[src/rtl/gfifo_pkg.sv]
// Shared defaults and helpers for the gated-FIFO read-side stage.
package gfifo_pkg;

  localparam int GFIFO_WIDTH_DEF = 32;
  localparam int GFIFO_DEPTH_DEF = 16;
  localparam int GFIFO_CNT_W     = 64;

  typedef logic [63:0] cnt_t;

  // Pointer width carries one extra wrap bit above the memory index.
  function automatic int ptrWidth(input int depth);
    return $clog2(depth) + 1;
  endfunction

endpackage

[src/rtl/gfifo_ram.sv]
// DEPTH x WIDTH register array: one synchronous write port, one asynchronous read port.
module gfifo_ram #(
  parameter int WIDTH  = 32,
  parameter int DEPTH  = 16,
  parameter int ADDR_W = $clog2(DEPTH)
) (
  input  logic              clk,
  input  logic              we_i,
  input  logic [ADDR_W-1:0] waddr_i,
  input  logic [WIDTH-1:0]  wdata_i,
  input  logic [ADDR_W-1:0] raddr_i,
  output logic [WIDTH-1:0]  rdata_o
);

  logic [WIDTH-1:0] memQ [DEPTH];

  // Storage is deliberately not reset; pointers alone define which entries are live.
  always_ff @(posedge clk) begin
    if (we_i) begin
      memQ[waddr_i] <= wdata_i;
    end
  end

  assign rdata_o = memQ[raddr_i];

endmodule

[src/rtl/gfifo_rd_ctrl.sv]
// Buffered read-side stage: valid/ready in, valid/ready out, plus free-running push/pop counters.
module gfifo_rd_ctrl
  import gfifo_pkg::*;
#(
  parameter int  WIDTH = GFIFO_WIDTH_DEF,
  parameter int  DEPTH = GFIFO_DEPTH_DEF,
  parameter int  CNT_W = GFIFO_CNT_W,
  localparam int LVL_W = ptrWidth(DEPTH)
) (
  input  logic             clk,
  input  logic             rst,
  input  logic             flush,
  input  logic             wr_valid,
  input  logic [WIDTH-1:0] wr_data,
  output logic             wr_ready,
  output logic             rd_valid,
  output logic [WIDTH-1:0] rd_data,
  input  logic             rd_ready,
  output logic [LVL_W-1:0] level,
  output logic             full,
  output logic             empty,
  output logic [CNT_W-1:0] rdCnt,
  output logic [CNT_W-1:0] wrCnt
);

  localparam int ADDR_W = LVL_W - 1;

  logic [LVL_W-1:0] wptrQ, wptrD;
  logic [LVL_W-1:0] rptrQ, rptrD;
  logic [CNT_W-1:0] rdCntQ, rdCntD;
  logic [CNT_W-1:0] wrCntQ, wrCntD;
  logic [WIDTH-1:0] rdDataQ, rdDataD;
  logic [WIDTH-1:0] ramRdata;
  logic             push, pop, ramWe;

  assign full  = (wptrQ[LVL_W-1] != rptrQ[LVL_W-1]) &&
                 (wptrQ[ADDR_W-1:0] == rptrQ[ADDR_W-1:0]);
  assign empty = (wptrQ == rptrQ);

  assign wr_ready = !full;
  assign rd_valid = !empty;
  assign rd_data  = rdDataQ;
  assign level    = wptrQ - rptrQ;
  assign rdCnt    = rdCntQ;
  assign wrCnt    = wrCntQ;

  assign push  = wr_valid && !full;
  assign pop   = !empty && rd_ready;
  assign ramWe = push && !flush;

  gfifo_ram #(
    .WIDTH (WIDTH),
    .DEPTH (DEPTH),
    .ADDR_W(ADDR_W)
  ) u_ram (
    .clk    (clk),
    .we_i   (ramWe),
    .waddr_i(wptrQ[ADDR_W-1:0]),
    .wdata_i(wr_data),
    .raddr_i(rptrD[ADDR_W-1:0]),
    .rdata_o(ramRdata)
  );

  always_comb begin
    wptrD  = wptrQ;
    rptrD  = rptrQ;
    rdCntD = rdCntQ;
    wrCntD = wrCntQ;
    if (flush) begin
      wptrD = '0;
      rptrD = '0;
    end else begin
      if (push) begin
        wptrD  = wptrQ + LVL_W'(1);
        wrCntD = wrCntQ + CNT_W'(1);
      end
      if (pop) begin
        rptrD  = rptrQ + LVL_W'(1);
        rdCntD = rdCntQ + CNT_W'(1);
      end
    end
  end

  // The next head is the word being written this edge when it lands exactly at the new read pointer.
  always_comb begin
    rdDataD = ramRdata;
    if (wptrD == rptrD) begin
      rdDataD = '0;
    end else if (push && (rptrD[ADDR_W-1:0] == wptrQ[ADDR_W-1:0])) begin
      rdDataD = wr_data;
    end
  end

  always_ff @(posedge clk or posedge rst) begin
    if (rst) begin
      wptrQ   <= '0;
      rptrQ   <= '0;
      rdCntQ  <= '0;
      wrCntQ  <= '0;
      rdDataQ <= '0;
    end else begin
      wptrQ   <= wptrD;
      rptrQ   <= rptrD;
      rdCntQ  <= rdCntD;
      wrCntQ  <= wrCntD;
      rdDataQ <= rdDataD;
    end
  end

endmodule
[config.mk]
export PLATFORM = sky130hd
export DESIGN_NAME = gfifo_rd_ctrl
export DESIGN_NICKNAME = d
export VERILOG_FILES = /design/src/rtl/gfifo_pkg.sv /design/src/rtl/gfifo_ram.sv /design/src/rtl/gfifo_rd_ctrl.sv
export SDC_FILE = /design/constraint.sdc
export NUM_CORES = 1
export LEC_CHECK = 0
export ABC_AREA = 1
export BUFFER_PORTS_ARGS = -buffer_cell sky130_fd_sc_hd__buf_2
export CAP_MARGIN = 20
export CORE_ASPECT_RATIO = 1.4
export CORE_MARGIN = 8
export CORE_UTILIZATION = 40
export DETAILED_ROUTE_END_ITERATION = 8
export SLEW_MARGIN = 20
export SYNTH_ARGS = -nofsm -noshare
export SYNTH_HDL_FRONTEND = slang
export SYNTH_SLANG_ARGS = --single-unit
[constraint.sdc]
create_clock -name clk -period 5.7 [get_ports clk]
set_input_delay 0 -clock clk [delete_from_list [all_inputs] [get_ports clk]]
set_output_delay 0 -clock clk [all_outputs]
set_load 0.01 [all_outputs]
# Word-level counts from Yosys, hierarchy flattened
# Memory sizes are Yosys's and may differ from the RTL's.
# Cells that the tools add are included.
[totals] register_bits=170 latch_bits=0 ramBits=512 romBits=0 in_bits=37 output_inout_bits=169 word_cells=35 n_memories=1
[op_classes] addsub=5 multipliers=0 n_div=0 n_lt_le_gt_ge=0 eq_ne=5 shift=0 mux=8 bitwise=1 n_reduce_logical=10
[mem_list] memory="u_ram.memQ" words=16 width=32 rd=1 rd_ports_with_merged_regs=0 wr=1 line_no="gfifo_ram.sv:15" text="logic [WIDTH-1:0] memQ [DEPTH];"
[ops] cell="$add 64x1->64 const B" n=2
[ops] cell="$mux 32" n=2
[ops] cell="$mux 5" n=4
[ops] cell="$add 5x1->5 const B" n=2
[ops] cell="$eq 5x5->1" n=2
[ops] cell="$eq 4x4->1" n=2
[ops] cell="$logic_and 1x1->1" n=5
[ops] cell="$sub 5x5->5" n=1
[ops] cell="$reduce_and 2->1" n=2
[ops] cell="$logic_not 1->1" n=3
[ops] cell="$mux 1" n=2
[ops] cell="$ne 1x1->1" n=1
[ops] cell="$not 1->1" n=1

# Logic depth before layout (Yosys ltp)
# Gate-level depths: netlist (run 1).
[logic_depth] depth_word=9 mapped_depth=18 ltp_nobuf=18

# Cells and area by module
# A second synthesis (run 1) with hierarchy kept.
[unflattened] hier_cells=3400 hier_area_um2=32099.5
[modules_own_cells] module="gfifo_ram" instances=1 cells_per_inst=2088 area_per_inst_um2=22089.9 seq_area_each_um2=15374.7
[modules_own_cells] module="gfifo_rd_ctrl" instances=1 cells_per_inst=1312 area_per_inst_um2=10009.6 seq_area_each_um2=4254.1

# Worst setup path before layout (run 1)
# No wires, ideal clock.
[synth_timing] path_type="reg2reg" startpoint="register wptrQ[0]" endpoint="memory u_ram.memQ[3][0], enable pin" setup_time_ns=0.461 arrival_time_ns=3.776 required_ns=5.239 setup_slack_ns=1.463 path_stages_with_launch=11 path_buffers=1 period_less_slack_ns=4.237 path_cell_list="dfrtp_1 -> inv_1 -> ha_1 -> nand2_1 -> nor2_4 -> nand2_4 -> nand2_4 -> nor2_8 -> inv_1 -> clkbuf_1 -> nor3_1"
[synth_via] elab_chain_len=7
[synth_rtl] element="start: declaration" line_no="gfifo_rd_ctrl.sv:28" text="logic [LVL_W-1:0] wptrQ, wptrD;"
[synth_rtl] element="start signal: assignment" line_no="gfifo_rd_ctrl.sv:102" text="wptrQ <= wptrD;"
[synth_rtl] element="$eq 4x4->1" line_no="gfifo_rd_ctrl.sv:37" text="(wptrQ[ADDR_W-1:0] == rptrQ[ADDR_W-1:0]);"
[synth_rtl] element="$logic_and 1x1->1" line_no="gfifo_rd_ctrl.sv:36" text="assign full = (wptrQ[LVL_W-1] != rptrQ[LVL_W-1]) &&"
[synth_rtl] element="$logic_not 1->1"
[synth_rtl] element="via wr_ready" line_no="gfifo_rd_ctrl.sv:15" text="output logic wr_ready,"
[synth_rtl] element="$logic_and 1x1->1" line_no="gfifo_rd_ctrl.sv:47" text="assign push = wr_valid && !full;"
[synth_rtl] element="$logic_and 1x1->1" line_no="gfifo_rd_ctrl.sv:49" text="assign ramWe = push && !flush;"
[synth_rtl] element="$mux 1" line_no="gfifo_ram.sv:19" text="if (we_i) begin"
[synth_rtl] element="$mux 1 (implied by the code)" line_no="gfifo_ram.sv:20" text="memQ[waddr_i] <= wdata_i;"
[synth_rtl] element="end: declaration" line_no="gfifo_ram.sv:15"
# The timed path passes the listed nets, and every way through them passes these cells.

# Worst setup path after layout (run 1)
[layout_timing] startpoint="register wptrQ[0]" endpoint="register rdDataQ[6] (netlist: rd_data[6])"
[layout_via] elab_chain_len=9 word_cells_on_any_way=18 cone_classes="add/sub: 1; eq/ne: 4; mux: 6; reduce/logical: 6; memory: 1"
[layout_rtl] element="parallel branches: the longest is 8 deep, another holds $mem_v2 16x32"
[layout_rtl] element="$mux 32 *" line_no="gfifo_rd_ctrl.sv:87" text="if (wptrD == rptrD) begin"
[layout_rtl] element="via rdDataD[6]" line_no="gfifo_rd_ctrl.sv:32" text="logic [WIDTH-1:0] rdDataQ, rdDataD;"
[layout_rtl] element="end signal: assignment" line_no="gfifo_rd_ctrl.sv:106" text="rdDataQ <= rdDataD;"
[layout_rtl] element="end: declaration" line_no="gfifo_rd_ctrl.sv:32"
# Mark *: on every way through the listed nets, which the timed path passes.
# A chain may end at the register's enable or synchronous reset.

==> results of run 1 <==
## repair_timing
action / 4_1_cts / 5_1_grt
hold buffers: 36 / 0
endpoints found under the hold margin: 697 / 0
buffers inserted: 0 / 0
resized for setup: 0 / 0
## worst min-delay path by stage
stage / from / to / slack [ps] / cells past startpoint
floorplan: flush / wptrQ[1] / 80 / 1
global placement: rst / rdCnt[21] / 240 / 2
detailed placement: rst / rdCnt[17] / 250 / 2
CTS: rst / rdCnt[5] / 140 / 3
global route: rst / rdCnt[2] / 200 / 3
finish: rst / rdCnt[17] / 100 / 3
## critical path: cells and delay by family, from the launching register on
family,cells,cell delay (ps)
and+or+nand+nor,10,2370
adders and majority gates,1,310
buffers and inverters,3,970
DFF,1,460
AOI/OAI and AO/OA,1,150
## routing by layer
layer | part of all wire (%) | routed length [um] | GRT usage, % | vias to the layer above
li1 | - | - | - | 10400
met1 | 40 | 36700 | 25.7 | 11400
met2 | 51 | 46100 | 36.3 | 942
met3 | 6.2 | 5670 | 3.18 | 171
met4 | 3.1 | 2810 | 7.71 | 0
met5 | 0 | 0 | 0 | -
## cell usage after synthesis (2+ instances only)
master / count / share of area, %
dfrtp_1: 170 / 14
nor2_8: 2 / 0.13
o21ai_0: 14 / 0.23
nand2_2: 3 / 0.061
xnor2_1: 58 / 1.7
edfxtp_1: 512 / 50
clkbuf_1: 34 / 0.42
buf_4: 14 / 0.34
nand3_4: 3 / 0.17
ha_1: 11 / 0.45
nand4_1: 317 / 6.5
o21ai_1: 4 / 0.065
nand3_2: 5 / 0.16
a21oi_1: 24 / 0.39
buf_2: 110 / 1.8
nand3_1: 505 / 8.3
buf_1: 20 / 0.25
inv_2: 10 / 0.12
inv_1: 147 / 1.8
nor2_2: 8 / 0.16
a21oi_2: 10 / 0.29
xor2_1: 73 / 2.1
nor3_2: 4 / 0.13
buf_6: 4 / 0.15
nand2_4: 4 / 0.15
nor4_1: 12 / 0.25
nand3b_1: 6 / 0.15
nand2_1: 571 / 7.0
nor2_4: 5 / 0.18
nor2_1: 128 / 1.6
nor3_1: 41 / 0.67
## power by group
| part | total [mW] | internal (mW) | switching (mW) |
|---|---|---|---|
| sequential | 5.72 | 5.54 | 0.180 |
| combinational | 2.23 | 0.640 | 1.59 |
| clock | 4.44 | 2.53 | 1.91 |
## layout make-up
| cell class | count | area, um^2 | share of cell area [%] |
|---|---|---|---|
| diodes | 2 | 5.00 | 0.0143 |
| clock inverters | 24 | 249 | 0.711 |
| well taps | 976 | 1220 | 3.49 |
| inverters | 157 | 607 | 1.73 |
| clock buffers | 94 | 1900 | 5.44 |
| multi-input cells | 1814 | 9610 | 27.5 |
| repair buffers | 279 | 1780 | 5.08 |
| flip-flops and latches | 682 | 19600 | 56.1 |
## sequential cells by signal, summed over array words and instances (netlist names)
| register | count |
|---|---|
| u_ram.memQ | 512 |
| rdCnt | 64 |
| wrCnt | 64 |
| rd_data | 32 |
| rptrQ | 5 |
| wptrQ | 5 |
## cell families after synthesis
logic type | synth area share, %
compound gates | 0.973
simple gates | 25.7
xor+xnor | 3.75
buf+inv | 4.88
fa+ha+maj | 0.515
flops | 64.2
==> impl_metrics.json, run 1 <==
{
  "status": "completed",
  "yosys_warnings": 0,
  "ios": 206,
  "p_leak_nw": 13.8,
  "async_flop_share_pct": 24.9,
  "timing.critical_path.to": "rd_data[6]",
  "cp-start-kind": "register",
  "critPathMaxFanout": 105,
  "grt_pass1_vias": 22800,
  "vias": 23000,
  "synth_ff_type": "edfxtp_1",
  "wl_per_cell_um": 22.7,
  "ys_ff_latch": 682,
  "dr.pass1.iters": 6,
  "syn_nets": 2884,
  "rsz0062_at_grt": "false",
  "antenna_found_initial": 3,
  "grt_max_degree": 228,
  "place_hpwl_um": 53100,
  "grt_overflow": 0,
  "fin_cells": 4028,
  "ys_types": 37,
  "coreArea_um2": 76100,
  "htree_levels": 3,
  "hold_viol": 0,
  "final_util_pct": 46.0,
  "reg2reg_slack_ps": 1310,
  "synth_seq_area_share_pct": 64.2,
  "drcViolationCount": 0,
  "max_freq_mhz": 228,
  "worstPathArrival_ps": 4930,
  "dpl.cell_count": 3870,
  "fin_nets": 3053,
  "setup_viol": 0,
  "dpl_worst_slack_ps": 1270,
  "fp.dieH_um": 343,
  "fin_crit_sh_pct": 77.1,
  "dieArea_um2": 85700,
  "synth_area_um2": 30600,
  "rr_endpoint": "rd_data[6]",
  "grt_usage_pct": 20.7,
  "vias_per_cell": 5.71,
  "cts_num_sinks": 682,
  "fillerInstances": 6984,
  "synth-edff-count": 512,
  "design_area_um2": 35000,
  "final_cell_mix": "nand2_1 (571), edfxtp_1 (512), nand3_1 (505)",
  "drt-initial-drc-count": 2094,
  "slew_viol_final": 0,
  "crit_top_cell": "nand2_1",
  "dpl_cell_area_um2": 32400,
  "powerDensity_nw_per_um2": 354,
  "worst_clock_skew_ps": 17.2,
  "grt_first_pass_wirelength_um": 139000,
  "worstSkewPairLatency_ps": 610,
  "start_util_pct": 40.2,
  "synth_cells": 2835,
  "cp_data_required_time_ps": 6240,
  "reg2reg_from": "wptrQ[0]",
  "cts_buffer_depth": 3,
  "rows": 120,
  "period_needed_ps": 4390,
  "portBuffers": 205,
  "fin_ws_ps": 1310,
  "cpPeakStageDelay_ps": 590,
  "cts_tree": "yes",
  "fin_hold_ws_ps": 102,
  "fin_setup_tns_ps": 0,
  "layout-drive-gt1-share_pct": 13.3,
  "routed_wl_um": 91300,
  "crit_start": "wptrQ[0]",
  "cp-end-kind": "register",
  "total_power_mw": 12.4,
  "cts.clk_slew.worst_paths_ps": 60,
  "max-vdd-ir-drop_mv": 0.229,
  "gp_congestion": 0.888,
  "r2r_cells": 15,
  "crit_type": "reg2reg",
  "ant_nets": 0,
  "hold_path.class": "in2async",
  "area_delta_synth_final_pct": 14.4,
  "cts-buffers-inserted": 70,
  "final_common_cell": "nand2_1",
  "die-width_um": 250,
  "crit_path_cell_trace": "inv_1, ha_1, nand2_1, nor2_4, nand2_4, nand2_8, nand2_8, nand3_4, nand2_1, nand2_1, nor2_4, buf_4, nand3_2, buf_4, a21oi_2",
  "synth.avg_cell_area_um2": 10.8,
  "clock-root-buffer": "clkbuf_16",
  "worstMarginPinSlew_ps": 1130,
  "crit_path_top_delay_cell": "nand3_2",
  "slew_headroom_pct": 24.6,
  "cap_violations": 0
}
(Power assumes the default switching activity.)
==> inputs of run 2 (changes only) <==
clock period = 4.3 ns   (was 5.7 ns; I/O delays follow)
==> impl_metrics.json, run 2 (synthesized netlist as in run 1, its figures left out) <==
{
  "cts_buffer_depth": 3,
  "antenna_found_initial": 4,
  "worst_clock_skew_ps": 25.8,
  "cp-end-kind": "register",
  "rsz0062_at_grt": "false",
  "cts_tree": "yes",
  "cpPeakStageDelay_ps": 510,
  "cts-buffers-inserted": 68,
  "die-width_um": 250,
  "largest_register_ffs": 512,
  "gp_congestion": 0.881,
  "crit_type": "reg2reg",
  "reg2reg_slack_ps": 1010,
  "multiInputGateArea_um2": 9610,
  "fp.dieH_um": 343,
  "final_cell_mix": "nand2_1 (571), edfxtp_1 (512), nand3_1 (505)",
  "cap_violations": 0,
  "start_util_pct": 40.2,
  "ant_nets": 0,
  "wl_per_cell_um": 22.9,
  "fin_nets": 3057,
  "max_freq_mhz": 304,
  "routed_wl_um": 92300,
  "area_delta_synth_final_pct": 14.7,
  "powerDensity_nw_per_um2": 468,
  "ctsResizeCount": 0,
  "cp-start-kind": "register",
  "htree_levels": 3,
  "critical-path-top-delay-family": "simple AND/OR/NAND/NOR gates",
  "dr.pass1.iters": 6,
  "vias": 22900,
  "rr_endpoint": "rd_data[15]",
  "path_depth": 13,
  "final_common_cell": "nand2_1",
  "drcViolationCount": 0,
  "grt_max_degree": 173,
  "setup_viol": 0,
  "max-vdd-ir-drop_mv": 0.346,
  "layout-drive-gt1-share_pct": 13.8,
  "status": "completed",
  "regArea_um2": 19600,
  "slew_headroom_pct": 25.1,
  "p_leak_nw": 13.9,
  "worstPathArrival_ps": 3780,
  "period_needed_ps": 3290,
  "reg2reg_from": "wptrQ[3]",
  "largest-register": "u_ram.memQ",
  "crit_path_top_delay_cell": "dfrtp_1",
  "cp_data_required_time_ps": 4790,
  "clock-root-buffer": "clkbuf_16",
  "r2r_cells": 13,
  "cts_num_sinks": 682,
  "grt_usage_pct": 20.9,
  "crit_buf_inv": 2,
  "fin_setup_tns_ps": 0,
  "critPathMaxFanout": 105,
  "fillerInstances": 6968,
  "place_hpwl_um": 52700,
  "grt_overflow": 0,
  "coreArea_um2": 76100,
  "hold_buffers": 36,
  "fin_crit_sh_pct": 76.5,
  "rows": 120,
  "crit_top_cell": "nand3_1",
  "grt_first_pass_wirelength_um": 140000,
  "cts_setup_buffers": 0,
  "grt_pass1_vias": 22600,
  "crit_path_cell_trace": "ha_1, nand2_2, nor2_4, nand2_4, nand3b_1, nand3_4, inv_4, buf_12, nand3_1, nand3_1, nand3_1, nand2_1, a21oi_1",
  "fin_hold_ws_ps": 139,
  "hold_viol": 0,
  "dieArea_um2": 85700,
  "drt-initial-drc-count": 2167,
  "worstMarginPinSlew_ps": 1120,
  "vias_per_cell": 5.68,
  "portBuffers": 205,
  "slew_viol_final": 0,
  "ios": 206,
  "hold_path.class": "in2async",
  "cts.clk_slew.worst_paths_ps": 60,
  "worstSkewPairLatency_ps": 610
}
[run 2: changes by cell type in the layout (fill, tap and decap cells not counted)]
cell,previous run,this run
buf_16,4,0
clkbuf_16,71,70
inv_6,0,1
clkbuf_1,19,14
clkinvlp_4,0,4
inv_4,1,3
clkinv_2,6,11
bufinv_16,4,3
buf_12,2,12
clkinv_4,1,0
[run 2: report_power, final]
group	total (mW)	switching [mW]	internal, mW
clock network	5.80	2.54	3.26
logic	3.02	2.15	0.872
registers	7.60	0.252	7.35
[run 2: worst max path at each step]
stage               startpoint               end  slack (ps)
global placement      wptrQ[3]       rd_data[11]        1120
finish                wptrQ[3]       rd_data[15]        1010
detailed placement    wptrQ[0]       rd_data[12]        1080
CTS                   wptrQ[0]        rd_data[6]        1050
floorplan             wptrQ[0]  u_ram.memQ[3][0]          60
global route          rptrQ[2]        rd_data[6]         850
[run 2: cell type report]
cell class / count / share of cell area [%]
Antenna cell: 2 / 0.0143
Timing Repair Buffer: 285 / 5.32
Inverter: 157 / 1.72
Multi-Input combinational cell: 1814 / 27.4
Tap cell: 976 / 3.48
Sequential cell: 682 / 55.9
Clock inverter: 34 / 0.827
Clock buffer: 88 / 5.30
[run 2: worst min-delay path, stage by stage]
cell	delay, ps
dlygate4sd3_1	530
buf_2	140
clkinvlp_4	80
buf_4	450
[run 2: through the flow]
stage          worst slack (ps)  area, um^2  utilization, %  cells  power (mW)
6_report                   1010       35100            46.1   4038        16.4
4_1_cts                    1050       35100            46.1   4036        16.6
2_1_floorplan              62.9       30600               -   2835        9.54
3_3_place_gp               1120       32600            42.8   3878        10.7
5_1_grt                     853       35100            46.1   4038        17.1
3_5_place_dp               1080       32600            42.8   3878        10.7
[run 2: per-layer routing]
| metal | global-route usage (%) | wire, um | up-vias |
|---|---|---|---|
| met5 | 0 | 0 | - |
| met2 | 36.2 | 45900 | 990 |
| met3 | 3.25 | 6430 | 173 |
| met1 | 26.4 | 37200 | 11300 |
| li1 | - | - | 10400 |
| met4 | 7.74 | 2790 | 0 |
==> inputs of run 3 (changes only) <==
ABC_AREA = 0   (was 1)
clock period = 3.4 ns   (was 4.3 ns; I/O delays follow)
==> impl_metrics.json, run 3 <==
{
  "rr_endpoint": "rd_data[19]",
  "start_util_pct": 40.2,
  "crit_top_cell": "a22oi_1",
  "drt-initial-drc-count": 1778,
  "reg2reg_from": "rptrQ[0]",
  "status": "completed",
  "fp.dieH_um": 327,
  "crit_path_top_delay_cell": "dfrtp_1",
  "largest_register_ffs": 512,
  "slew_headroom_pct": 61.5,
  "reg2reg_slack_ps": 210,
  "synth.avg_cell_area_um2": 13.4,
  "layout-drive-gt1-share_pct": 18.1,
  "ant_nets": 0,
  "synth_area_um2": 27600,
  "rows": 114,
  "cp-start-kind": "register",
  "syn_nets": 2102,
  "fin_crit_sh_pct": 93.9,
  "clock-root-buffer": "clkbuf_16",
  "synth_cells": 2053,
  "synth-edff-count": 512,
  "cts-buffers-inserted": 61,
  "dpl_cell_area_um2": 30200,
  "critPathMaxFanout": 37,
  "final_util_pct": 47.6,
  "period_needed_ps": 3190,
  "coreArea_um2": 68600,
  "synth_common_cells": "edfxtp_1 (512), nand2_1 (363), a21oi_1 (254), a22oi_1 (188), dfrtp_1 (170)",
  "r2r_cells": 11,
  "ios": 206,
  "cts_tree": "yes",
  "hold_viol": 0,
  "slew_viol_final": 0,
  "grt_max_degree": 105,
  "vias": 17900,
  "dpl.cell_count": 3142,
  "worstPathArrival_ps": 3720,
  "p_comb_share_pct": 13.0,
  "power.switching_mw": 4.81,
  "hold_path.class": "in2async",
  "ys_ff_latch": 682,
  "synth_top_area_cell": "edfxtp_1",
  "place_hpwl_um": 41300,
  "max-vdd-ir-drop_mv": 0.374,
  "max_freq_mhz": 313,
  "worst_clock_skew_ps": 13.7,
  "fin_nets": 2362,
  "htree_levels": 2,
  "drcViolationCount": 0,
  "final_common_cell": "edfxtp_1",
  "routed_wl_um": 73400,
  "crit_path_cell_trace": "ha_1, and4_1, a21boi_4, mux2i_4, inv_4, buf_4, a21oi_1, a22oi_1, a22oi_1, nand2_1, a22o_1",
  "crit_type": "reg2reg",
  "dieArea_um2": 77800,
  "grt_usage_pct": 18.4,
  "vias_per_cell": 5.44,
  "clockPowerShare_pct": 37.2,
  "seq_power_share_pct": 49.8,
  "worstMarginPinSlew_ps": 577,
  "cts_num_sinks": 682,
  "cts_buffer_depth": 3,
  "gp_congestion": 0.768,
  "synth_seq_area_share_pct": 71.1,
  "p_leak_nw": 12.4,
  "powerDensity_nw_per_um2": 578,
  "area_delta_synth_final_pct": 18.3,
  "cpPeakStageDelay_ps": 450,
  "rsz0062_at_grt": "false",
  "cp-end-kind": "register",
  "cp_data_required_time_ps": 3930,
  "dr.pass1.iters": 5,
  "portBuffers": 205,
  "cap_violations": 0,
  "final_cell_mix": "edfxtp_1 (512), nand2_1 (363), a21oi_1 (254)",
  "setup_viol": 0,
  "internal_power_mw": 14.1,
  "worstSkewPairLatency_ps": 640,
  "antenna_found_initial": 3,
  "fin_hold_ws_ps": 69.7,
  "synth_area_leaders": "edfxtp_1 (56%), dfrtp_1 (15%), a22oi_1 (5.1%), nand2_1 (4.9%), a21oi_1 (4.6%)",
  "wl_per_cell_um": 22.3,
  "die-width_um": 238,
  "synth_ff_type": "edfxtp_1",
  "synth_top_area_share_pct": 55.7,
  "async_flop_share_pct": 24.9,
  "cts.clk_slew.worst_paths_ps": 70,
  "crit_buf_inv": 2,
  "yosys_warnings": 0,
  "grt_overflow": 0,
  "switching_share_pct": 25.5,
  "ys_types": 66,
  "fin_cells": 3295,
  "grt_pass1_vias": 17900,
  "yosysMostFrequentCell": "edfxtp_1",
  "critical-path-top-delay-family": "compound AO/OA/AOI/OAI gates",
  "largest-register": "u_ram.memQ",
  "design_area_um2": 32600,
  "grt_first_pass_wirelength_um": 111000
}
-- run 3: cell types whose count changed after synthesis, moves of 39 or more --
cell	before	now
a21oi_1	24	254
a22oi_1	0	188
buf_2	110	26
inv_1	147	29
nand2_1	571	363
nand3_1	505	38
nand4_1	317	20
nor2_1	128	48
xnor2_1	58	110
xor2_1	73	34
-- run 3: timing repair --
item,CTS,global route
endpoints found under the setup margin,0,9
resized for setup,0,2
endpoints found under the hold margin,724,0
setup buffers,0,0
hold buffers,36,0
-- run 3: per-stage QoR --
stage                     setup TNS, ps  setup WS, ps  total power, mW
after floorplan                   -5310         -41.5             11.0
after global placement                0           212             11.9
after detailed placement              0           142             12.0
after CTS                             0           156             19.0
after global routing                  0          7.39             19.6
final                                 0           208             18.9
-- run 3: area by class of cell --
class	instances	area [um^2]
fillers	5945	36000
flip-flops and latches	682	19600
multi-input cells	1231	7440
repair buffers	305	2250
clock buffers	74	1600
well taps	928	1160
clock inverters	41	423
inverters	32	131
diodes	2	5.00
-- run 3: layer usage --
| layer | vias to the layer above | wire (um) | global-route usage, % |
|---|---|---|---|
| met5 | - | 22 | 0 |
| met4 | 4 | 2150 | 6.28 |
| met3 | 141 | 4690 | 2.95 |
| met2 | 659 | 36800 | 32.1 |
| met1 | 9056 | 29800 | 23.1 |
| li1 | 8080 | - | - |
-- run 3: kinds of logic after synthesis --
logic type / synth area share [%]
compound gates: 11.3
xor+xnor: 4.67
mux: 0.372
buf+inv: 2.18
fa+ha+maj: 0.571
flops: 71.1
simple gates: 9.78
-- run 3: worst max-delay path by stage --
stage	from	endpoint	depth (start not counted)
detailed placement	wptrQ[0]	rd_data[30]	11
finish	rptrQ[0]	rd_data[19]	11
global route	wptrQ[0]	rd_data[25]	12
CTS	rptrQ[0]	rd_data[30]	10
global placement	rptrQ[0]	rd_data[30]	10
floorplan	wptrQ[0]	u_ram.memQ[10][0]	8
-- run 3: power groups by stage --
stage,Clock (mW),Sequential (mW),Combinational (mW)
5_1_grt,7.44,9.42,2.69
2_1_floorplan,0,9.59,1.42
4_1_cts,7.18,9.41,2.46
3_3_place_gp,0,9.57,2.38
6_report,7.02,9.40,2.45
3_5_place_dp,0,9.57,2.42
-- run 3: tightest hold or removal path, stage by stage --
cell	delay, ps
dlygate4sd3_1	530
buf_2	130
clkinvlp_4	100
buf_12	380
